===== src/rtl/img_tx_scheduler_if.sv =====
// Handshake bundle between the image TX scheduler, the pixel RAM/grayscale filter and the UART TX FIFO.
// master = scheduler side, slave = datapath/host side.
interface img_tx_scheduler_if #(
    parameter int ADDR_BITS = 10
);
    logic                 start;
    logic [ADDR_BITS-1:0] num_pixels;
    logic [7:0]           pix_data;
    logic                 tx_full;
    logic [ADDR_BITS-1:0] mem_addr;
    logic [7:0]           tx_data;
    logic                 wr_uart;
    logic                 busy;
    logic                 done;
    logic [ADDR_BITS-1:0] sent_count;

    modport master (
        input  start, num_pixels, pix_data, tx_full,
        output mem_addr, tx_data, wr_uart, busy, done, sent_count
    );

    modport slave (
        output start, num_pixels, pix_data, tx_full,
        input  mem_addr, tx_data, wr_uart, busy, done, sent_count
    );
endinterface


===== src/rtl/img_tx_scheduler.sv =====
// Frame sequencer: walks pixel RAM, waits out RAM+filter latency, writes each byte to the UART when not full.
// Optional GRAY_TRIPLET_EN: every latched byte is written three times (R,G,B of a gray pixel).
module img_tx_scheduler #(
    parameter int ADDR_BITS = 10,
    parameter int RD_LAT    = 1
) (
    input  logic               clk,
    input  logic               reset,
    img_tx_scheduler_if.master bus
);
    typedef enum logic [2:0] {
        S_IDLE,
        S_ADDR,
        S_WAIT,
        S_CHECK,
        S_WRITE,
        S_NEXT,
        S_DONE
    } state_t;

    localparam logic [3:0] LAT_INIT = 4'(RD_LAT - 1);

    state_t               state_q, state_d;
    logic [ADDR_BITS-1:0] addr_q, addr_d;
    logic [ADDR_BITS-1:0] cnt_q, cnt_d;
    logic [ADDR_BITS-1:0] sent_q, sent_d;
    logic [7:0]           tx_q, tx_d;
    logic [3:0]           lat_q, lat_d;
    logic                 wr_q, wr_d;
    logic                 busy_q, busy_d;
    logic                 done_q, done_d;
`ifdef GRAY_TRIPLET_EN
    logic [1:0]           rep_q, rep_d;
`endif

    always_ff @(posedge clk or negedge reset) begin
        if (!reset) begin
            state_q <= S_IDLE;
            addr_q  <= '0;
            cnt_q   <= '0;
            sent_q  <= '0;
            tx_q    <= '0;
            lat_q   <= '0;
            wr_q    <= 1'b0;
            busy_q  <= 1'b0;
            done_q  <= 1'b0;
`ifdef GRAY_TRIPLET_EN
            rep_q   <= '0;
`endif
        end else begin
            state_q <= state_d;
            addr_q  <= addr_d;
            cnt_q   <= cnt_d;
            sent_q  <= sent_d;
            tx_q    <= tx_d;
            lat_q   <= lat_d;
            wr_q    <= wr_d;
            busy_q  <= busy_d;
            done_q  <= done_d;
`ifdef GRAY_TRIPLET_EN
            rep_q   <= rep_d;
`endif
        end
    end

    always_comb begin
        state_d = state_q;
        addr_d  = addr_q;
        cnt_d   = cnt_q;
        sent_d  = sent_q;
        tx_d    = tx_q;
        lat_d   = lat_q;
`ifdef GRAY_TRIPLET_EN
        rep_d   = rep_q;
`endif
        case (state_q)
            S_IDLE: begin
                if (bus.start) begin
                    cnt_d   = bus.num_pixels;
                    addr_d  = '0;
                    sent_d  = '0;
                    state_d = (bus.num_pixels == '0) ? S_DONE : S_ADDR;
                end
            end
            S_ADDR: begin
                lat_d   = LAT_INIT;
`ifdef GRAY_TRIPLET_EN
                rep_d   = '0;
`endif
                state_d = S_WAIT;
            end
            S_WAIT: begin
                if (lat_q == 4'd0) begin
                    tx_d    = bus.pix_data;
                    state_d = S_CHECK;
                end else begin
                    lat_d = lat_q - 4'd1;
                end
            end
            S_CHECK: begin
                if (!bus.tx_full) begin
                    state_d = S_WRITE;
                end
            end
            S_WRITE: begin
`ifdef GRAY_TRIPLET_EN
                // Re-enter CHECK so tx_full is honoured before every repeat.
                if (rep_q < 2'd2) begin
                    rep_d   = rep_q + 2'd1;
                    state_d = S_CHECK;
                end else begin
                    state_d = S_NEXT;
                end
`else
                state_d = S_NEXT;
`endif
            end
            S_NEXT: begin
                sent_d = sent_q + 1'b1;
                if (addr_q == cnt_q - 1'b1) begin
                    state_d = S_DONE;
                end else begin
                    addr_d  = addr_q + 1'b1;
                    state_d = S_ADDR;
                end
            end
            S_DONE: begin
                state_d = S_IDLE;
            end
            default: begin
                state_d = S_IDLE;
            end
        endcase

        // Strobes are registered from the state being entered so they line up with that state.
        wr_d   = (state_d == S_WRITE);
        done_d = (state_d == S_DONE);
        busy_d = (state_d != S_IDLE);
    end

    assign bus.mem_addr   = addr_q;
    assign bus.tx_data    = tx_q;
    assign bus.wr_uart    = wr_q;
    assign bus.busy       = busy_q;
    assign bus.done       = done_q;
    assign bus.sent_count = sent_q;
endmodule


===== src/flat_wrapper.sv =====
// flat-port wrapper written by rule: the top's interface ports become plain ports
module img_tx_scheduler_flat 
#(
    parameter int ADDR_BITS = 10,
    parameter int RD_LAT    = 1
)
  (clk, reset, bus_start, bus_num_pixels, bus_pix_data, bus_tx_full, bus_mem_addr, bus_tx_data, bus_wr_uart, bus_busy, bus_done, bus_sent_count);
  img_tx_scheduler_if #(.ADDR_BITS(ADDR_BITS)) bus_i ();
  input  logic clk;
  input  logic reset;
  input wire logic [$bits(bus_i.start)-1:0] bus_start;
  input wire logic [$bits(bus_i.num_pixels)-1:0] bus_num_pixels;
  input wire logic [$bits(bus_i.pix_data)-1:0] bus_pix_data;
  input wire logic [$bits(bus_i.tx_full)-1:0] bus_tx_full;
  output wire logic [$bits(bus_i.mem_addr)-1:0] bus_mem_addr;
  output wire logic [$bits(bus_i.tx_data)-1:0] bus_tx_data;
  output wire logic [$bits(bus_i.wr_uart)-1:0] bus_wr_uart;
  output wire logic [$bits(bus_i.busy)-1:0] bus_busy;
  output wire logic [$bits(bus_i.done)-1:0] bus_done;
  output wire logic [$bits(bus_i.sent_count)-1:0] bus_sent_count;
  assign bus_i.start = bus_start;
  assign bus_i.num_pixels = bus_num_pixels;
  assign bus_i.pix_data = bus_pix_data;
  assign bus_i.tx_full = bus_tx_full;
  assign bus_mem_addr = bus_i.mem_addr;
  assign bus_tx_data = bus_i.tx_data;
  assign bus_wr_uart = bus_i.wr_uart;
  assign bus_busy = bus_i.busy;
  assign bus_done = bus_i.done;
  assign bus_sent_count = bus_i.sent_count;
  img_tx_scheduler #(.ADDR_BITS(ADDR_BITS), .RD_LAT(RD_LAT)) u_core (.clk(clk), .reset(reset), .bus(bus_i));
endmodule

===== config.mk =====
export PLATFORM = sky130hd
export DESIGN_NAME = img_tx_scheduler_flat
export DESIGN_NICKNAME = d
export VERILOG_FILES = /design/src/rtl/img_tx_scheduler_if.sv /design/src/rtl/img_tx_scheduler.sv /design/src/flat_wrapper.sv
export SDC_FILE = /design/constraint.sdc
export NUM_CORES = 1
export LEC_CHECK = 0
export ABC_CLOCK_PERIOD_IN_PS = 3360
export BUFFER_PORTS_ARGS = -buffer_cell sky130_fd_sc_hd__clkbuf_2
export CAP_MARGIN = 20
export CORE_UTILIZATION = 55
export DETAILED_ROUTE_END_ITERATION = 6
export GPL_ROUTABILITY_DRIVEN = 0
export MAX_ROUTING_LAYER = met4
export PLACE_DENSITY = 0.79
export SLEW_MARGIN = 15
export SYNTH_ARGS = -nofsm -noshare
export SYNTH_HDL_FRONTEND = slang
export SYNTH_SLANG_ARGS = --single-unit

===== constraint.sdc =====
create_clock -name clk -period 3.36 [get_ports clk]
set_clock_uncertainty 0.2 [all_clocks]
set_input_delay 0.336 -clock clk [delete_from_list [all_inputs] [get_ports clk]]
set_output_delay 0.336 -clock clk [all_outputs]
set_load 0.01 [all_outputs]

==> results of run 1 <==
through the flow:
step	area [um^2]	util [%]	setup slack, ns
after floorplan	2680	-	0.631
after global placement	2960	63.0	0.382
after detailed placement	2960	63.0	0.221
after CTS	3090	65.8	0.211
after global routing	3090	65.8	0.0322
final	3090	65.8	0.161
cell families after synthesis:
kind of cell | synth area share [%]
multiplexers | 4.86
XOR/XNOR | 5.24
AO/OA/AOI/OAI | 14.2
AND/OR/NAND/NOR | 24.8
adder cells (fa/ha/maj) | 2.34
buffers and inverters | 3.60
flip-flops | 44.9
state kept, by name, indices dropped and copies added, names as in the netlist:
signal,count
u_core.bus.mem_addr,10
u_core.state_q,3
u_core.lat_q,4
u_core.bus.tx_data,8
u_core.bus.done,1
u_core.bus.busy,1
u_core.cnt_q,10
u_core.bus.wr_uart,1
u_core.bus.sent_count,10
layer usage:
metal  vias to the layer above  part of all wire [%]  track usage, %
met4                         0                   1.8            9.80
met3                         8                   5.6            3.80
met1                      1128                    45            32.8
met2                        78                    48            40.9
li1                       1144                     -               -
met5                         -                     0               -
Yosys cell counts (2+ instances only):
| cell type | number |
|---|---|
| a22oi_1 | 3 |
| xnor2_1 | 11 |
| dfrtp_1 | 48 |
| mux2i_1 | 4 |
| o311ai_1 | 2 |
| a31oi_1 | 2 |
| nand2_1 | 55 |
| o211ai_1 | 5 |
| or4_1 | 4 |
| o31ai_1 | 2 |
| nor4_1 | 9 |
| nand4_1 | 3 |
| a21oi_1 | 10 |
| nor2_1 | 21 |
| or2_2 | 3 |
| nand3_1 | 11 |
| clkbuf_1 | 9 |
| nand2b_1 | 2 |
| and2_1 | 2 |
| xor2_1 | 5 |
| o21ai_0 | 19 |
| nor3_1 | 4 |
| mux2_2 | 8 |
| ha_1 | 5 |
| and3_1 | 7 |
| buf_6 | 2 |
| nor4b_1 | 2 |
| nor2b_1 | 3 |
| inv_1 | 7 |
worst max-delay path by stage:
stage	to	slack [ns]	start
2_1_floorplan	u_core.bus.mem_addr[1]$_DFFE_PN0P_	0.63	u_core.cnt_q[0]$_DFFE_PN0P_
3_3_place_gp	u_core.bus.mem_addr[1]$_DFFE_PN0P_	0.38	u_core.cnt_q[0]$_DFFE_PN0P_
3_5_place_dp	u_core.bus.mem_addr[1]$_DFFE_PN0P_	0.22	u_core.cnt_q[0]$_DFFE_PN0P_
4_1_cts	u_core.bus.mem_addr[1]$_DFFE_PN0P_	0.21	u_core.cnt_q[0]$_DFFE_PN0P_
5_1_grt	u_core.bus.mem_addr[1]$_DFFE_PN0P_	0.03	u_core.cnt_q[0]$_DFFE_PN0P_
6_report	u_core.bus.mem_addr[1]$_DFFE_PN0P_	0.16	u_core.cnt_q[0]$_DFFE_PN0P_
power by group through the flow:
stage	Clock [mW]	Combinational, mW	Sequential, mW
global placement	0	1.04	1.05
floorplan	0	0.837	0.978
finish	0.440	1.08	1.06
detailed placement	0	1.08	1.06
CTS	0.452	1.08	1.05
global route	0.471	1.19	1.09
tightest hold or removal path, delay by kind of cell:
kind                   cells  cell delay [ns]
AND/OR/NAND/NOR            2             0.08
buffers and inverters      1             0.09
cell type report:
cell class / instances / area [um^2]
fillers: 382 / 1610
inverters: 7 / 26.3
multi-input cells: 222 / 1380
clock buffers: 6 / 82.6
repair buffers: 56 / 293
clock inverters: 2 / 38.8
flip-flops and latches: 48 / 1200
well taps: 54 / 67.6
==> qor.csv, run 1 <==
metric,value,unit
critical path depth in cells,9,
CP Cell Sequence,inv_1 > ha_1 > nor4b_4 > nand2_1 > or4_1 > o311ai_2 > o2111ai_1 > and3_1 > a31o_1,
dpl hpwl,4.33,mm
normalized max-slew margin,35.3,%
die area,5150,um^2
Synth area leader,dfrtp_1,
Syn Nets,318,
count of different cell masters after synthesis,52,
clock root buffer,clkbuf_8,
clk sinks,48,
Comb power frac,41.9,%
worst-case hold path end point,u_core.cnt_q[3]$_DFFE_PN0P_,
Pleak,1.44,nW
post-route minimum period,3.20,ns
H-tree depth,2,
initial core utilization,57.0,%
Peak VDD IR,0.520,mV
TritonCTS clock tree,built,
critical path class,reg -> reg,
endpoint class of the critical path,register,
worst min-delay path class,in -> reg,
Synth Register Bits,48,
"Avg Cell Area, Syn",9.19,um^2
critical path arrival,3.20,ns
DIE HEIGHT,71.7,um
Via density,5.97,
Final Net Count,367,
Antenna Nets Post-Route,0,
total inserted antenna cells,0,
hold path cells,3,
"Setup Fix Bufs, Post-CTS",0,
sequential area share after synthesis,44.9,%
Pre-Repair DR Iteration Count,4,
WL per Instance,15.3,um
CP bufs+invs,1,
vias in the first global route,2138,
setup TNS,0,ns
worst endpoint required time,3.36,ns
"Power, Total",2.58,mW
clock latency on the worst-skew pair,0.30,ns
# IOs,53,
Final Non-Filler Cells,395,
largest cells by area after synthesis,"dfrtp_1, nand2_1, xnor2_1",
Sw Ratio,41.6,%
"CP delay by family, top",simple AND/OR/NAND/NOR gates,
Async SR Flop Fraction,100,%
area grow syn2layout,15.4,%
"commonest non-fill, non-tap cell in the layout",nand2_1,
most frequent cells in the layout,"nand2_1, clkbuf_2, dfrtp_1",
critical path peak fanout,8,
Rows,25,
clock share of power,17.1,%
period utilization,95.2,%
# hold bufs at CTS,1,
fin. max-slew vios,0,
Register-to-Register Path Depth,9,
Syn Inst Count,291,
core area,4690,um^2
Iter 0 DRT Violations,159,
Critical R2R Capture,u_core.bus.mem_addr[1]$_DFFE_PN0P_,
worst slew pin tran,0.962,ns
Via Count,2358,
final WL,6.03,mm
switching power,1.07,mW
ys flop type,dfrtp_1,
Num CTS Buffers,5,
sequential power share,41.0,%
RSZ-0062 raised after global routing,false,
max frequency,313,MHz
status,finished clean,
final hold vios,0,
Min Hold Slack,0.0308,ns
total gr overflow,0,
Max-cap violations,0,
CTS clock-pin slew for the worst setup and hold paths,0.09,ns
synthesized area,2680,um^2
I/O Buffers,52,
Internal Power,1.50,mW
Final setup viols,0,
pwr dens,835,nW/um^2
cts repair resizes,0,
worst reg2reg startpoint,u_core.cnt_q[0]$_DFFE_PN0P_,
pin count of the biggest net entering global routing,32,
Ys Warns,0,
post-synth top area share,44.9,%
r2r setup slk,0.16,ns
Worst path slowest cell,or4_1,
Hold Path Origin,bus_num_pixels[3],
peak per-stage delay on the critical path,0.51,ns
clk buf depth,2,
antenna violations before repair,0,
Post-synth EDFFs,0,
GRT Util Overall,25.5,%
share of post-route cells with drive strength above 1,23.8,%
first-pass GRT wire length,9.90,mm
Chip Width,71.7,um
drt drc,0,
Critical Path Start Type,register,
placed insts,386,
Note: power is estimated with default switching activity, not from simulation.
==> inputs of run 2 (changes only) <==
==> constraint.sdc (replaced) <==
create_clock -name clk -period 3.36 [get_ports clk]
set_clock_uncertainty 0.2 [all_clocks]
set_input_delay 0.672 -clock clk [delete_from_list [all_inputs] [get_ports clk]]
set_output_delay 0.672 -clock clk [all_outputs]
set_load 0.02 [all_outputs]
==> qor.csv, run 2 (synthesized netlist as in run 1, its figures left out) <==
metric,value,unit,change
final hold vios,0,,unchanged
critical path arrival,3.16,ns,-0.04 ns
post-route minimum period,3.16,ns,-0.0397 ns
peak per-stage delay on the critical path,0.50,ns,about the same
GRT Util Overall,25.3,%,-0.17 points
max frequency,317,MHz,+1.3%
die area,5150,um^2,unchanged
clk buf depth,2,,unchanged
register area,1200,um^2,unchanged
RSZ-0062 raised after global routing,false,,
CP Cell Sequence,inv_1 > ha_1 > nor4b_4 > nand2_1 > or4_1 > o311ai_2 > o2111ai_1 > and3_1 > a31o_1,,
dpl hpwl,4.21,mm,-2.8%
total inserted antenna cells,0,,unchanged
setup TNS,0,ns,unchanged
CTS clock-pin slew for the worst setup and hold paths,0.09,ns,about the same
period utilization,94.0,%,-1.2 points
area grow syn2layout,14.3,%,
clock share of power,14.0,%,-3.1 points
first-pass GRT wire length,9.88,mm,-0.21%
initial core utilization,57.0,%,unchanged
pin count of the biggest net entering global routing,49,,+53%
area occupied by multi-input gates,1380,um^2,unchanged
Register-to-Register Path Depth,9,,unchanged
Iter 0 DRT Violations,204,,+28%
clk sinks,48,,unchanged
# hold bufs at CTS,0,,-1
Via density,5.97,,about the same
Chip Width,71.7,um,unchanged
most frequent cells in the layout,"nand2_1, clkbuf_2, dfrtp_1",,
Layout fillers,374,,-2.1%
final WL,5.89,mm,-2.3%
"commonest non-fill, non-tap cell in the layout",nand2_1,,
Post-Place Worst Slack,0.261,ns,+0.0403 ns
worst slew pin tran,0.692,ns,-0.269 ns
Sw Ratio,44.4,%,+2.8 points
Critical R2R Capture,u_core.bus.mem_addr[1]$_DFFE_PN0P_,,
Comb power frac,44.8,%,+2.9 points
WL per Instance,14.9,um,-2.3%
Antenna Nets Post-Route,0,,unchanged
Max-cap violations,0,,unchanged
critical path depth in cells,9,,unchanged
r2r setup slk,0.20,ns,+0.04 ns
CP bufs+invs,1,,unchanged
Worst path slowest cell,or4_1,,
Critical Path Start Type,register,,
DP Area,2960,um^2,+0.25%
TritonCTS clock tree,built,,
final instance area,3060,um^2,-0.97%
Final setup viols,0,,unchanged
Pleak,1.43,nW,-1.1%
"Setup Fix Bufs, Post-CTS",0,,unchanged
clock root buffer,clkbuf_8,,
worst min-delay path class,in -> async,,
Peak VDD IR,0.548,mV,+5.3%
status,finished clean,,
core area,4690,um^2,unchanged
switching power,1.14,mW,+6.4%
worst endpoint required time,3.36,ns,about the same
# IOs,53,,unchanged
worst reg2reg startpoint,u_core.cnt_q[0]$_DFFE_PN0P_,,
total gr overflow,0,,unchanged
drt drc,0,,unchanged
Internal Power,1.43,mW,-5.1%
critical path class,reg -> reg,,
H-tree depth,2,,unchanged
fin. max-slew vios,0,,unchanged
Final Net Count,367,,unchanged
cts repair resizes,0,,unchanged
Rows,25,,unchanged
sequential power share,41.1,%,about the same
Num CTS Buffers,5,,unchanged
endpoint class of the critical path,register,,
share of post-route cells with drive strength above 1,23.8,%,unchanged
DIE HEIGHT,71.7,um,unchanged
"CP delay by family, top",simple AND/OR/NAND/NOR gates,,
normalized max-slew margin,53.9,%,+19 points
pwr dens,840,nW/um^2,+0.66%
antenna violations before repair,0,,unchanged
critical path peak fanout,8,,unchanged
vias in the first global route,2105,,-1.5%
clock latency on the worst-skew pair,0.30,ns,about the same
Pre-Repair DR Iteration Count,4,,unchanged
Via Count,2357,,-0.042%
Final Worst Setup Slack,0.201,ns,+0.0397 ns
I/O Buffers,52,,unchanged
[run 2: power by group through the flow]
stage	registers, mW	clock network [mW]	logic, mW
after floorplan	1.06	0	0.837
after global routing	1.09	0.393	1.27
after CTS	1.05	0.371	1.16
after global placement	1.05	0	1.12
after detailed placement	1.06	0	1.15
final	1.06	0.360	1.15
[run 2: layout make-up]
type	instances	area share, %
well taps	54	2.21
inverters	7	0.860
repair buffers	56	9.50
clock inverters	1	0.246
flip-flops and latches	48	39.3
multi-input cells	222	45.1
clock buffers	7	2.82
[run 2: metal layers]
layer / track usage [%] / part of all wire (%) / vias to the layer above
met1: 33.9 / 46 / 1146
met4: 8.28 / 1.5 / 0
li1: - / - / 1140
met5: - / 0 / -
met2: 39.3 / 48 / 60
met3: 4.36 / 4.7 / 11
[run 2: how the worst max path moves through the flow]
stage / start / endpoint / slack [ns]
final: u_core.cnt_q[0]$_DFFE_PN0P_ / u_core.bus.mem_addr[1]$_DFFE_PN0P_ / 0.20
after global routing: u_core.cnt_q[0]$_DFFE_PN0P_ / u_core.bus.mem_addr[1]$_DFFE_PN0P_ / 0.01
after CTS: u_core.cnt_q[0]$_DFFE_PN0P_ / u_core.bus.mem_addr[1]$_DFFE_PN0P_ / 0.25
after detailed placement: u_core.cnt_q[0]$_DFFE_PN0P_ / u_core.bus.mem_addr[1]$_DFFE_PN0P_ / 0.26
after global placement: u_core.cnt_q[0]$_DFFE_PN0P_ / u_core.bus.mem_addr[1]$_DFFE_PN0P_ / 0.38
after floorplan: u_core.cnt_q[0]$_DFFE_PN0P_ / u_core.bus.mem_addr[1]$_DFFE_PN0P_ / 0.63
[run 2: per-stage QoR]
step / cells / power, mW / utilization, % / hold WS (ns)
after floorplan: 291 / 1.90 / - / 0.176
after global placement: 387 / 2.17 / 63.1 / 0.275
after CTS: 395 / 2.58 / 65.1 / 0.271
after global routing: 395 / 2.75 / 65.1 / 0.291
final: 395 / 2.57 / 65.1 / 0.246
after detailed placement: 387 / 2.21 / 63.1 / 0.290
